File: src/rtl/proc_pkg.sv
// proc_pkg: shared opcode constants, IR field positions, sequencer state
// encoding and opcode classification helpers for the processor control path.
package proc_pkg;

  localparam int OPC_WIDTH = 5;

  // Opcode field position inside the 32-bit instruction register.
  localparam int IR_OPC_HI = 31;
  localparam int IR_OPC_LO = 27;

  typedef logic [OPC_WIDTH-1:0] opcode_t;

  // ALU group occupies 00000..01011; 00000 writes a GPR but leaves flags alone.
  localparam opcode_t OPC_ALU_LAST  = 5'b01011;
  localparam opcode_t OPC_RSVD_0    = 5'b01100;
  localparam opcode_t OPC_STOREREG  = 5'b01101;
  localparam opcode_t OPC_STOREDIN  = 5'b01110;
  localparam opcode_t OPC_SENDDOUT  = 5'b01111;
  localparam opcode_t OPC_RSVD_1    = 5'b10000;
  localparam opcode_t OPC_SENDREG   = 5'b10001;
  localparam opcode_t OPC_JUMP      = 5'b10010;
  localparam opcode_t OPC_JCARRY    = 5'b10011;
  localparam opcode_t OPC_JNOCARRY  = 5'b10100;
  localparam opcode_t OPC_JSIGN     = 5'b10101;
  localparam opcode_t OPC_JNOSIGN   = 5'b10110;
  localparam opcode_t OPC_JZERO     = 5'b10111;
  localparam opcode_t OPC_JNOZERO   = 5'b11000;
  localparam opcode_t OPC_JOVF      = 5'b11001;
  localparam opcode_t OPC_JNOOVF    = 5'b11010;
  localparam opcode_t OPC_HALT      = 5'b11011;
  localparam opcode_t OPC_RSVD_HI   = 5'b11100;  // 11100..11111 undefined

  typedef enum logic [2:0] {
    ST_IDLE      = 3'd0,
    ST_FETCH     = 3'd1,
    ST_DECODE    = 3'd2,
    ST_EXECUTE   = 3'd3,
    ST_MEMORY    = 3'd4,
    ST_WRITEBACK = 3'd5,
    ST_HALT      = 3'd6
  } state_t;

  function automatic logic is_mem_op(input opcode_t op);
    return (op == OPC_STOREREG) || (op == OPC_STOREDIN) ||
           (op == OPC_SENDDOUT) || (op == OPC_SENDREG);
  endfunction

  function automatic logic is_wb_op(input opcode_t op);
    return (op <= OPC_ALU_LAST) || (op == OPC_SENDREG);
  endfunction

  function automatic logic is_flag_op(input opcode_t op);
    return (op != 5'b00000) && (op <= OPC_ALU_LAST);
  endfunction

  function automatic logic is_illegal(input opcode_t op);
    return (op == OPC_RSVD_0) || (op == OPC_RSVD_1) || (op >= OPC_RSVD_HI);
  endfunction

  function automatic logic is_jump_op(input opcode_t op);
    return (op >= OPC_JUMP) && (op <= OPC_JNOOVF);
  endfunction

endpackage

File: src/rtl/proc_branch_eval.sv
// proc_branch_eval: decides whether a jump opcode is taken given the
// current condition flags. Non-jump opcodes are never taken.
module proc_branch_eval
  import proc_pkg::*;
(
  input  logic [OPC_WIDTH-1:0] oper_type_i,
  input  logic                 flag_sign_i,
  input  logic                 flag_zero_i,
  input  logic                 flag_carry_i,
  input  logic                 flag_ovf_i,
  output logic                 taken_o
);

  // Pure lookup of the condition selected by the jump opcode.
  always_comb begin
    taken_o = 1'b0;
    case (oper_type_i)
      OPC_JUMP:     taken_o = 1'b1;
      OPC_JCARRY:   taken_o = flag_carry_i;
      OPC_JNOCARRY: taken_o = ~flag_carry_i;
      OPC_JSIGN:    taken_o = flag_sign_i;
      OPC_JNOSIGN:  taken_o = ~flag_sign_i;
      OPC_JZERO:    taken_o = flag_zero_i;
      OPC_JNOZERO:  taken_o = ~flag_zero_i;
      OPC_JOVF:     taken_o = flag_ovf_i;
      OPC_JNOOVF:   taken_o = ~flag_ovf_i;
      default:      taken_o = 1'b0;
    endcase
  end

endmodule

File: src/rtl/proc_sequencer.sv
// proc_sequencer: multi-cycle control FSM for the single-issue datapath.
// Owns the PC, fetches over a req/ack handshake and issues one-cycle
// enable strobes per stage. Optional single-step support is compiled in
// with the SEQ_SINGLE_STEP_EN macro (adds step_mode/step ports).
module proc_sequencer
  import proc_pkg::*;
#(
  parameter int PC_W  = 4,
  parameter int OPC_W = 5
) (
  input  logic             clk,
  input  logic             sys_rst_n,
  input  logic             start,
`ifdef SEQ_SINGLE_STEP_EN
  input  logic             step_mode,
  input  logic             step,
`endif
  output logic [PC_W-1:0]  pc,
  output logic             imem_req,
  input  logic             imem_ack,
  output logic             ir_load,
  input  logic [OPC_W-1:0] oper_type,
  input  logic [PC_W-1:0]  jmp_target,
  input  logic             flag_sign,
  input  logic             flag_zero,
  input  logic             flag_carry,
  input  logic             flag_ovf,
  output logic             exec_en,
  output logic             mem_en,
  output logic             wb_en,
  output logic             flag_en,
  output logic             halted,
  output logic             illegal_op
);

  state_t          state_q, state_d;
  logic [PC_W-1:0] pc_q, pc_d;
  logic            taken_q, taken_d;
  logic [PC_W-1:0] target_q, target_d;
  logic            taken;
  logic            go;
  logic            wb_to_idle;

  proc_branch_eval u_branch (
    .oper_type_i  (oper_type),
    .flag_sign_i  (flag_sign),
    .flag_zero_i  (flag_zero),
    .flag_carry_i (flag_carry),
    .flag_ovf_i   (flag_ovf),
    .taken_o      (taken)
  );

`ifdef SEQ_SINGLE_STEP_EN
  // In step mode only a step pulse launches a fetch and each instruction parks in IDLE.
  assign go         = step_mode ? step : start;
  assign wb_to_idle = step_mode;
`else
  assign go         = start;
  assign wb_to_idle = 1'b0;
`endif

  // Next-state, PC and branch-resolution logic.
  always_comb begin
    state_d  = state_q;
    pc_d     = pc_q;
    taken_d  = taken_q;
    target_d = target_q;
    case (state_q)
      ST_IDLE: begin
        if (go) state_d = ST_FETCH;
      end
      ST_FETCH: begin
        if (imem_ack) state_d = ST_DECODE;
      end
      ST_DECODE: begin
        // Undefined opcodes fall through to EXECUTE and behave as a NOP.
        state_d = (oper_type == OPC_HALT) ? ST_HALT : ST_EXECUTE;
      end
      ST_EXECUTE: begin
        // Flags are sampled here, after the previous instruction's update landed.
        taken_d  = taken;
        target_d = jmp_target;
        state_d  = is_mem_op(oper_type) ? ST_MEMORY : ST_WRITEBACK;
      end
      ST_MEMORY: begin
        state_d = ST_WRITEBACK;
      end
      ST_WRITEBACK: begin
        pc_d    = taken_q ? target_q : pc_q + PC_W'(1);
        taken_d = 1'b0;
        state_d = wb_to_idle ? ST_IDLE : ST_FETCH;
      end
      ST_HALT: begin
        if (go) begin
          pc_d    = pc_q + PC_W'(1);
          state_d = ST_FETCH;
        end
      end
      default: state_d = ST_IDLE;
    endcase
  end

  // State, PC and latched branch decision registers.
  always_ff @(posedge clk or negedge sys_rst_n) begin
    if (!sys_rst_n) begin
      state_q  <= ST_IDLE;
      pc_q     <= '0;
      taken_q  <= 1'b0;
      target_q <= '0;
    end else begin
      state_q  <= state_d;
      pc_q     <= pc_d;
      taken_q  <= taken_d;
      target_q <= target_d;
    end
  end

  // Strobes decode straight from state so reset clears them immediately.
  always_comb begin
    imem_req   = (state_q == ST_FETCH);
    ir_load    = (state_q == ST_FETCH) && imem_ack;
    illegal_op = (state_q == ST_DECODE) && is_illegal(oper_type);
    exec_en    = (state_q == ST_EXECUTE) && !is_jump_op(oper_type);
    mem_en     = (state_q == ST_MEMORY);
    wb_en      = (state_q == ST_WRITEBACK) && is_wb_op(oper_type);
    flag_en    = (state_q == ST_WRITEBACK) && is_flag_op(oper_type);
    halted     = (state_q == ST_HALT);
  end

  assign pc = pc_q;

endmodule

File: config.mk
export PLATFORM = sky130hd
export DESIGN_NAME = proc_sequencer
export DESIGN_NICKNAME = d
export VERILOG_FILES = /design/src/rtl/proc_pkg.sv /design/src/rtl/proc_branch_eval.sv /design/src/rtl/proc_sequencer.sv
export SDC_FILE = /design/constraint.sdc
export NUM_CORES = 1
export LEC_CHECK = 0
export ABC_CLOCK_PERIOD_IN_PS = 1750
export BUFFER_PORTS_ARGS = -buffer_cell sky130_fd_sc_hd__buf_2
export CELL_PAD_IN_SITES_DETAIL_PLACEMENT = 0
export CELL_PAD_IN_SITES_GLOBAL_PLACEMENT = 2
export CORE_MARGIN = 2
export CORE_UTILIZATION = 29
export DETAILED_ROUTE_END_ITERATION = 10
export GPL_TIMING_DRIVEN = 0
export PLACE_DENSITY_LB_ADDON = 0.1
export SYNTH_ARGS = -nofsm -noshare
export SYNTH_HDL_FRONTEND = slang
export SYNTH_SLANG_ARGS = --single-unit
File: constraint.sdc
create_clock -name clk -period 1.75 [get_ports clk]
set_input_delay 0 -clock clk [delete_from_list [all_inputs] [get_ports clk]]
set_output_delay 0 -clock clk [all_outputs]
set_load 0.05 [all_outputs]
; ---- Yosys cells after proc, flatten, opt, wreduce, memory -nomap -nowiden
; Index checks and enable logic that the tools add are counted.
[word_totals]
ff_bits = 12
latchBits = 0
mem_bits_rw = 0
rom_bits = 0
input_bits = 17
output_inout_bits = 12
wordCells = 69
memories = 0
[classes]
add_sub_neg = 1
n_mul = 0
n_div = 0
order_cmp = 4
eq_ne = 25
n_shift = 0
muxes = 10
bitwise = 4
reduce_logical = 21
[ops]
columns = op, n
row1 = "equality test 5 bit, second input constant", 12
row2 = "equality test 5 x 4 -> 1 bit, second input constant", 4
row3 = one-hot mux 3 bit (6 select lines), 1
row4 = "greater-or-equal comparator 5 bit, second input constant", 2
row5 = "equality test 3 bit, second input constant", 3
row6 = two-way mux 3 bit, 3
row7 = one-hot mux 1 bit (9 select lines), 1
row8 = two-way mux 4 bit, 2
row9 = one-hot mux 4 bit (2 select lines), 1
row10 = logical AND 1 bit, 7
row11 = "equality test 3 x 2 -> 1 bit, second input constant", 2
row12 = logical OR 1 bit, 6
row13 = "less-or-equal comparator 5 x 4 -> 1 bit, second input constant", 1
row14 = "less-or-equal comparator 5 bit, second input constant", 1
row15 = nonzero test 5 bit, 1
row16 = "adder 4 x 1 -> 4 bit, second input constant", 1
row17 = "inequality test 2 x 1 -> 1 bit, second input constant", 2
row18 = NOT 1 bit, 4
row19 = AND reduction 2 bit, 2
row20 = nonzero test 2 bit, 2
row21 = "equality test 3 x 1 -> 1 bit, second input constant", 1
row22 = zero test 3 bit, 1
row23 = "inequality test 2 bit, second input constant", 1
row24 = one-hot mux 1 bit (2 select lines), 1
row25 = other kinds (3), 3

; ---- Depth between registers and ports, before layout
; Gate-level depths: netlist (run 1).
[depth]
depth_word = 6
depth_mapped = 7
depth_no_buf = 4

; ---- Cells and area by module
; From an unflattened synthesis (run 1), not the netlist that was laid out.
[hier_totals]
hier_cells = 100
hier_area_um2 = 877.1
[by_module_without_submodules]
columns = mod, n_inst, cells_each, area_each_um2, seq_area_each_um2
row1 = proc_sequencer, 1, 86, 793.3, 300.3
row2 = proc_branch_eval, 1, 14, 83.8, 0.0

; ---- Least setup slack after synthesis (run 1)
; OpenSTA, ideal clock, no wires.
[synth_path]
path_kind = reg2reg
start = reg state_q[1]
end = reg state_q[1]
setup_time_ps = 76
arrival_ps = 2566
required_ps = 1674
path_slack_ps = -893
stages_incl_launch_ff = 4
period_less_slack_ps = 2643
cell_sequence = dfrtp_1 -> clkbuf_1 -> nor4b_1 -> a31o_2
[synth_via]
elab_chain_len = 4
word_cells_on_any_way = 12
cone_classes = 8 x eq/ne / 1 x mux / 3 x reduce/logical
[synth_rtl]
columns = item, line_no
row1 = start: declaration, proc_sequencer.sv:36  ; state_t state_q, state_d;
row2 = start signal: assignment, proc_sequencer.sv:111  ; state_q <= state_d;
row3 = equality test 3 bit / zero test 3 bit (equally long branches), proc_sequencer.sv:68  ; case (state_q)
row4 = OR reduction 2 bit (no line), n/a
row5 = inequality test 2 x 1 -> 1 bit (no line), n/a
row6 = AND reduction 2 bit (no line), n/a
; Several ways; a longest one is shown, not always the timed one.
; A chain may end at the register's enable or synchronous reset.

; ---- Final worst setup path (run 1)
[layout_path]
start = reg state_q[1]
end = out flag_en
[layout_via]
elab_chain_len = 2
[layout_rtl]
columns = item, line_no
row1 = equality test 3 bit, proc_sequencer.sv:126  ; flag_en = (state_q == ST_WRITEBACK) && is_flag_op(oper_type);
row2 = logical AND 1 bit, proc_sequencer.sv:126
row3 = end: declaration, proc_sequencer.sv:31  ; output logic flag_en,
; No other way between the ends.

==> metrics.md, run 1 <==
| Metric | Value |
|---|---|
| Outcome | `finished, final reports clean` |
| Share of cells above drive strength 1 | `0.370` |
| Synthesized cell area | `905 um2` |
| CTS tree | `done` |
| Via density | `slightly above 5` |
| Drt initial violations | `30` |
| Crit path max-delay family | `simple AND/OR/NAND/NOR gates` |
| Detailed placement HPWL | `1690 um` |
| IO buf count | `26` |
| Synth Area in Compound Gates | `0.241` |
| Via count | `865` |
| Area share of xor/xnor cells in the synthesized design | `0` |
| Nets@finish | `154` |
| Max transition margin | `0.709` |
| Sw Share | `0.474` |
| TritonCTS buffer count | `3` |
| Main flop type after synthesis | `dfrtp_1` |
| Maximum capacitance violations | `0` |
| Crit Path Category | `reg2out` |
| Post-Synthesis Net Count | `116` |
| FP Rows | `20` |
| Register area | `300 um2` |
| Simple-gate share of the synthesized area | `0.257` |
| Slowest cell on the critical path | `dfrtp_1` |
| DR WL met3 | `100 um` |
| Dominant cell type by area after synthesis | `dfrtp_1` |
| First-pass GRT wire length | `between 3000 and 4000 um` |
| Combinational fraction of design power | `0.599` |
| End of the worst register-to-register path | `pc[3]$_DFFE_PN0P_` |
| Syn avg cell area | `between 9 and 10 um2` |
| Routed wl met2 | `978 um` |
| Vias in the first global route | `841` |
| Endpoint, Worst Hold | `state_q[2]$_DFFE_PN0P_` |
| Largest net degree at the start of global routing | `13` |
| H-Tree Depth | `1` |
| Clock buffer depth | `2` |
| Root Driver | `clkbuf_4` |
| Buf+Inv Stages, Crit Path | `1` |
| Die width | `59.9 um` |
| CP Depth | `3` |
| Clock power share | `0.117` |
| Post-route minimum period | `1610 ps` |
| DR pass1 iterations | `4` |
| WL met1 | `1120 um` |
| Gr usage total | `0.137` |
| Top cells by count, synth | `12 x dfrtp_1, 7 x nand2_1, 6 x a21oi_1, 6 x nor2_1, 5 x inv_1` |
| Number of enable flip-flop cells after synthesis | `0` |
| Endpoints failing setup | `0` |
| Power Density | `about 1600 nW/um2` |
| Int Power | `982 uW` |
| Post-Route Utilization | `0.398` |
| Diodes inserted | `0` |
| Post-layout total power | `roughly 1900 uW` |
| Core Area | `3000 um2` |
| DRC Markers | `0` |
| Register-to-Register Path Depth | `7` |
| IO Count | `29` |
| Routed WL per cell | `about 13 um` |
| Post-Synthesis Cells | `98` |
| Die footprint | `3580 um2` |
| Worst setup EP type | `output port` |
| Mux cell area share after synthesis | `0.0830` |
| Sequential Power Share | `0.284` |
| Fin crit share | `0.917` |
| Worst reg2reg setup slack | `160 ps` |
| Share of the synthesized area in the top cell type | `0.332` |
| Worst skew pair latency | `270 ps` |
| Worst Hold Depth | `4` |
| CTS resizes | `0` |
| Unique cell type count in the Yosys netlist | `46` |
| Ys async rst share | `1.00` |
| Top cells by area, synth | `dfrtp_1 33%, mux2_2 5.0%, a21oi_1 3.3%` |
| Max Fanout on Critical Path | `6` |
| Clock-pin slew on the worst setup and hold paths | `70 ps` |
| Fmax | `623 MHz` |
| Max layer used | `met4` |
| Clk sinks | `12` |
| Sw Pwr | `885 uW` |
| Worst setup SP type | `register` |
| Clk_skew | `0.544 ps` |
| Unrepaired setup endpoints after global routing | `false` |
| Aggregate routed wire length | `2210 um` |
| Synth Area in Adders | `0.0138` |
| Initial antenna violation count | `0` |
| Global route total overflow | `0` |
| Initial Utilization | `0.301` |
| FF-to-FF Start | `state_q[0]$_DFFE_PN0P_` |
| Critical Path Max Stage Delay | `about 430 ps` |
| Multi-input logic area | `557 um2` |
| Slew Limit Fails | `0` |
| Area growth, synth to finish | `32.2%` |
| CP Data Required Time | `1750 ps` |
| Largest family of logic cells by synthesized area | `simple AND/OR/NAND/NOR gates` |
| Worst min path class | `in2reg` |
| Leak Pwr | `0.000535 uW` |
| Die extent in y | `between 50 and 60 um` |
| Crit-path cells | `nand3b_1, nor4b_2, buf_2` |
| Top-count cell post-synth | `dfrtp_1` |
| Filler instances | `334` |
| Fin. Hold Viols | `0` |
| Hold_sp | `start` |
| Worst Path Arrival | `1610 ps` |
| Gpl congestion | `0.720` |
| Worst-margin pin slew | `436 ps` |
| Register area share after synthesis | `0.332` |
| Worst VDD drop | `~580 uV` |
| Placed Instances | `157` |
| Flip-flop and latch count after synthesis | `12` |
| Final ANT Viol Nets | `0` |
| Post-route insts no fill | `~170` |
| Synth warn | `0` |
-- routing by layer --
metal | GRT usage | vias to the layer above
met4 | 0.0286 | 0
met5 | 0 | -
met1 | 0.190 | 402
li1 | - | 445
met3 | 0.0390 | 2
met2 | 0.213 | 16
-- repair_timing --
action,4_1_cts,5_1_grt
setup endpoints to repair,0,1
setup buffers,0,2
hold buffers,5,0
endpoints found under the hold margin,16,0
-- cell usage in the layout (no fill, tap or decap), types with 3 or more instances in the layout --
master,n
inv_1,5
o21ai_0,3
mux2i_1,3
dlygate4sd3_1,5
nand3b_1,3
nor2_1,6
a21oi_1,6
buf_2,27
dfrtp_1,12
clkbuf_4,3
nand2_1,7
nand2b_1,3
nor4b_2,3
mux2_2,4
buf_4,3
-- power by group through the flow --
stage	Combinational, uW	Sequential [uW]	Clock (uW)
2_1_floorplan	734	658	0
3_3_place_gp	1080	531	0
3_5_place_dp	1100	540	0
4_1_cts	1110	534	225
5_1_grt	1220	553	241
6_report	1120	531	218
-- kinds of logic after synthesis --
| family | Yosys count |
|---|---|
| adder cells (fa/ha/maj) | 1 |
| AND/OR/NAND/NOR | 38 |
| AO/OA/AOI/OAI | 28 |
| multiplexers | 7 |
| buffers and inverters | 12 |
| flip-flops | 12 |
-- tightest hold or removal path: stages --
cell and delay [ps]:
buf_2 130, a21oi_1 70, nand2_1 50, o21ai_0 80
-- worst max-delay path by stage --
stage / start / slack (ps) / endpoint
finish: state_q[1]$_DFFE_PN0P_ / 140 / flag_en
global route: state_q[1]$_DFFE_PN0P_ / 20 / illegal_op
CTS: state_q[2]$_DFFE_PN0P_ / 60 / exec_en
detailed placement: state_q[0]$_DFFE_PN0P_ / 170 / pc[3]$_DFFE_PN0P_
global placement: state_q[0]$_DFFE_PN0P_ / 200 / pc[3]$_DFFE_PN0P_
floorplan: state_q[1]$_DFFE_PN0P_ / -130 / state_q[1]$_DFFE_PN0P_
-- flip-flops by register name (all words and copies together) (netlist names) --
register,cells
target_q,4
pc,4
state_q,3
taken_q,1
-- final cells by class --
| cell class | instances | share of cell area |
|---|---|---|
| well taps | 33 | 0.0345 |
| multi-input cells | 74 | 0.465 |
| flip-flops and latches | 12 | 0.251 |
| plain buffers | 7 | 0.0397 |
| repair buffers | 33 | 0.163 |
| clock buffers | 4 | 0.0303 |
| inverters | 5 | 0.0157 |
-- stage by stage --
step	TNS, ps	area, um2	hold WS, ps	setup slack, ps
after floorplan	-237	923	-296	-132
after global placement	0	1090	-104	202
after detailed placement	0	1090	-105	171
after CTS	0	1180	106	60.8
after global routing	0	1200	123	18.4
final	0	1200	107	145
Note: power is estimated with default switching activity, not from simulation.
==> run 2, diff against run 1 <==
--- a/config.mk
+++ b/config.mk
@@ -5,12 +5,12 @@
 export SDC_FILE = /design/constraint.sdc
 export NUM_CORES = 1
 export LEC_CHECK = 0
-export ABC_CLOCK_PERIOD_IN_PS = 1750
+export ABC_CLOCK_PERIOD_IN_PS = 1400
 export BUFFER_PORTS_ARGS = -buffer_cell sky130_fd_sc_hd__buf_2
 export CELL_PAD_IN_SITES_DETAIL_PLACEMENT = 0
 export CELL_PAD_IN_SITES_GLOBAL_PLACEMENT = 2
 export CORE_MARGIN = 2
-export CORE_UTILIZATION = 29
+export CORE_UTILIZATION = 26
 export DETAILED_ROUTE_END_ITERATION = 10
 export GPL_TIMING_DRIVEN = 0
 export PLACE_DENSITY_LB_ADDON = 0.1
==> constraint.sdc (replaced) <==
create_clock -name clk -period 1.4 [get_ports clk]
set_input_delay 0 -clock clk [delete_from_list [all_inputs] [get_ports clk]]
set_output_delay 0 -clock clk [all_outputs]
set_load 0.05 [all_outputs]
==> run 2 against run 1 <==
  * The run now ends with setup timing left
  * Clock power increased by 27%
  * Critical path depth increased by 3
  * Sequential share of layout area decreased by 4.3 points
  * Utilization increased by 3.5 points
  * Combinational power increased by 66%
  * Flip-flop and latch count unchanged
  * Setup slack got worse by 240 ps
  * Largest power group unchanged
==> metrics.md, run 2 (same netlist as run 1, synthesis figures left out) <==
| Metric | Value |
|---|---|
| Outcome | `finished with violations (was finished, final reports clean)` |
| Failing checks | `setup timing` |
| Power Density | `1940 nW/um2 (was 1560 nW/um2)` |
| Fmax | `670 MHz` |
| First-pass GRT wire length | `3920 um (was 3750 um)` |
| Core Area | `3340 um2 (was 3000 um2)` |
| Worst skew pair latency | `270 ps (about the same)` |
| Leak Pwr | `0.000631 uW (was 0.000535 uW)` |
| Post-Route Utilization | `0.433 (was 0.398)` |
| Worst min path class | `in2reg (unchanged)` |
| Aggregate routed wire length | `2490 um (was 2210 um)` |
| Fin worst setup slack | `-92.3 ps (was 145 ps)` |
| Gpl congestion | `0.759 (was 0.720)` |
| Area growth, synth to finish | `59.9% (was 32.2%)` |
| Drt initial violations | `25 (was 30)` |
| Sw Pwr | `1280 uW (was 885 uW)` |
| Share of cells above drive strength 1 | `0.493 (was 0.370)` |
| Crit path max-delay family | `flip-flops (was simple AND/OR/NAND/NOR gates)` |
| Slowest cell on the critical path | `dfrtp_1 (unchanged)` |
| Combinational fraction of design power | `0.661 (was 0.599)` |
| Global route total overflow | `0 (unchanged)` |
| Vias in the first global route | `837 (was 841)` |
| Worst setup SP type | `register (unchanged)` |
| Clock power share | `0.099 (was 0.117)` |
| IO Count | `29 (unchanged)` |
| Post-route insts no fill | `188 (was 168)` |
| Maximum capacitance violations | `0 (unchanged)` |
| Worst-margin pin slew | `516 ps (was 436 ps)` |
| Slew Limit Fails | `0 (unchanged)` |
| Gr usage total | `0.125 (was 0.137)` |
| FP Rows | `21 (was 20)` |
| Crit-path cells | `buf_6, and3b_1, buf_6, nand2b_4, mux2i_1, o2bb2a_4 (was nand3b_1, nor4b_2, buf_2)` |
| Nets@finish | `161 (was 154)` |
| Endpoints failing setup | `9 (was 0)` |
| Most common cell after layout, fill and taps aside | `buf_2 (unchanged)` |
| CTS tree | `done (unchanged)` |
| Clk_skew | `4.02 ps (was 0.544 ps)` |
| Placed Instances | `170 (was 157)` |
| Routed WL per cell | `13.2 um (was 13.1 um)` |
| Via count | `903 (was 865)` |
| Worst Path Arrival | `1660 ps (was 1610 ps)` |
| Initial antenna violation count | `0 (unchanged)` |
| Int Power | `1530 uW (was 982 uW)` |
| Buf+Inv Stages, Crit Path | `2 (was 1)` |
| Unrepaired setup endpoints after global routing | `true (was false)` |
| CP Data Required Time | `1570 ps (was 1750 ps)` |
| Initial Utilization | `0.271 (was 0.301)` |
| Clock buffer depth | `2 (unchanged)` |
| H-Tree Depth | `1 (unchanged)` |
| Die footprint | `3970 um2 (was 3580 um2)` |
| DR pass1 iterations | `4 (unchanged)` |
| TritonCTS buffer count | `3 (unchanged)` |
| Max Fanout on Critical Path | `6 (unchanged)` |
| Die width | `63.0 um (was 59.9 um)` |
| Fin crit share | `1.07` |
| Post-route minimum period | `between 1000 and 1500 ps` |
| Root Driver | `clkbuf_4 (unchanged)` |
| Worst setup EP type | `register (was output port)` |
| DRC Markers | `0 (unchanged)` |
| Diodes inserted | `0 (unchanged)` |
| Sw Share | `0.457 (was 0.474)` |
| Sequential Power Share | `0.240 (was 0.284)` |
| Max transition margin | `0.647 (was 0.709)` |
| Die extent in y | `63.0 um (was 59.9 um)` |
| Crit Path Category | `reg2reg (was reg2out)` |
| Clk sinks | `12 (unchanged)` |
| Commonest cells after routing, fill and taps aside | `19 x buf_2, 12 x dfrtp_1, 11 x buf_6 (was 27 x buf_2, 12 x dfrtp_1, 7 x nand2_1)` |
| Worst VDD drop | `792 uV (was 582 uV)` |
| Most used cell, CP | `buf_6` |
| Clock-pin slew on the worst setup and hold paths | `80 ps (was 70 ps)` |
| Via density | `4.80 (was 5.15)` |
| Largest net degree at the start of global routing | `13 (unchanged)` |
| Critical Path Max Stage Delay | `380 ps (was 430 ps)` |
| Detailed placement HPWL | `1740 um (was 1690 um)` |
| IO buf count | `26 (unchanged)` |
| Final ANT Viol Nets | `0 (unchanged)` |
| Fin. Hold Viols | `0 (unchanged)` |
## run 2: cell types whose count changed in the layout (fill, tap and decap cells not counted), moves of 4 or more
cell    change
buf_2       -8
buf_6       +9
buf_4       +4
mux2_2      -4
mux2_4      +4
## run 2: power by group through the flow
| stage | clock network (uW) | logic (uW) | registers [uW] |
|---|---|---|---|
| final | 277 | 1860 | 674 |
| after global routing | 313 | 1990 | 699 |
| after CTS | 294 | 1660 | 662 |
| after detailed placement | 0 | 1460 | 673 |
| after global placement | 0 | 1440 | 668 |
| after floorplan | 0 | 992 | 825 |
## run 2: area by class of cell
type	instances	area, um2
Tap cell	46	57.6
Sequential cell	12	300
Fill cell	348	1890
Buffer	6	51.3
Inverter	5	18.8
Clock buffer	4	36.3
Multi-Input combinational cell	74	664
Timing Repair Buffer	41	318
## run 2: final timing paths
path                                            to  cells past startpoint  slack, ps               startpoint
max                              pc[3]$_DFFE_PN0P_                      6        -90   state_q[0]$_DFFE_PN0P_
min                         state_q[1]$_DFFE_PN0P_                      3        100                    start
max reg2reg                      pc[3]$_DFFE_PN0P_                      6        -90   state_q[0]$_DFFE_PN0P_
min reg2reg                target_q[1]$_DFFE_PN0P_                      1        510  target_q[1]$_DFFE_PN0P_
max in group asynchronous   state_q[0]$_DFFE_PN0P_                      2       1050                sys_rst_n
min in group asynchronous  target_q[2]$_DFFE_PN0P_                      2        130                sys_rst_n
## run 2: repair_timing
| action | 4_1_cts | 5_1_grt |
|---|---|---|
| hold buffers | 5 | 0 |
| pin swaps | 2 | 5 |
| buffers inserted | 7 | 3 |
| cloned | 0 | 0 |
| gates resized for setup | 16 | 22 |
| hold endpoints to repair | 16 | 0 |
| endpoints found under the setup margin | 12 | 15 |
## run 2: per-layer routing
metal  GRT usage  part of all wire  vias to the layer above
met5           0                 0                        -
met4      0.0750             0.024                        0
met3      0.0108             0.019                        5
met2       0.188              0.46                       17
met1       0.174              0.50                      424
li1            -                 -                      457
## run 2: stage by stage
step	area (um2)	worst slack [ps]	setup TNS (ps)	total power (uW)	hold WS, ps
finish	1450	-92.3	-324	2810	105
global route	1450	-164	-1130	3000	125
CTS	1350	-118	-238	2610	94.8
detailed placement	1160	-176	-450	2130	-102
global placement	1160	-171	-444	2110	-96.9
floorplan	970	-183	-597	1820	-296
## run 2: worst min-delay path: cells and delay by family
family          cells  cell delay (ps)
compound gates      1              140
buf+inv             1              140
simple gates        1               70
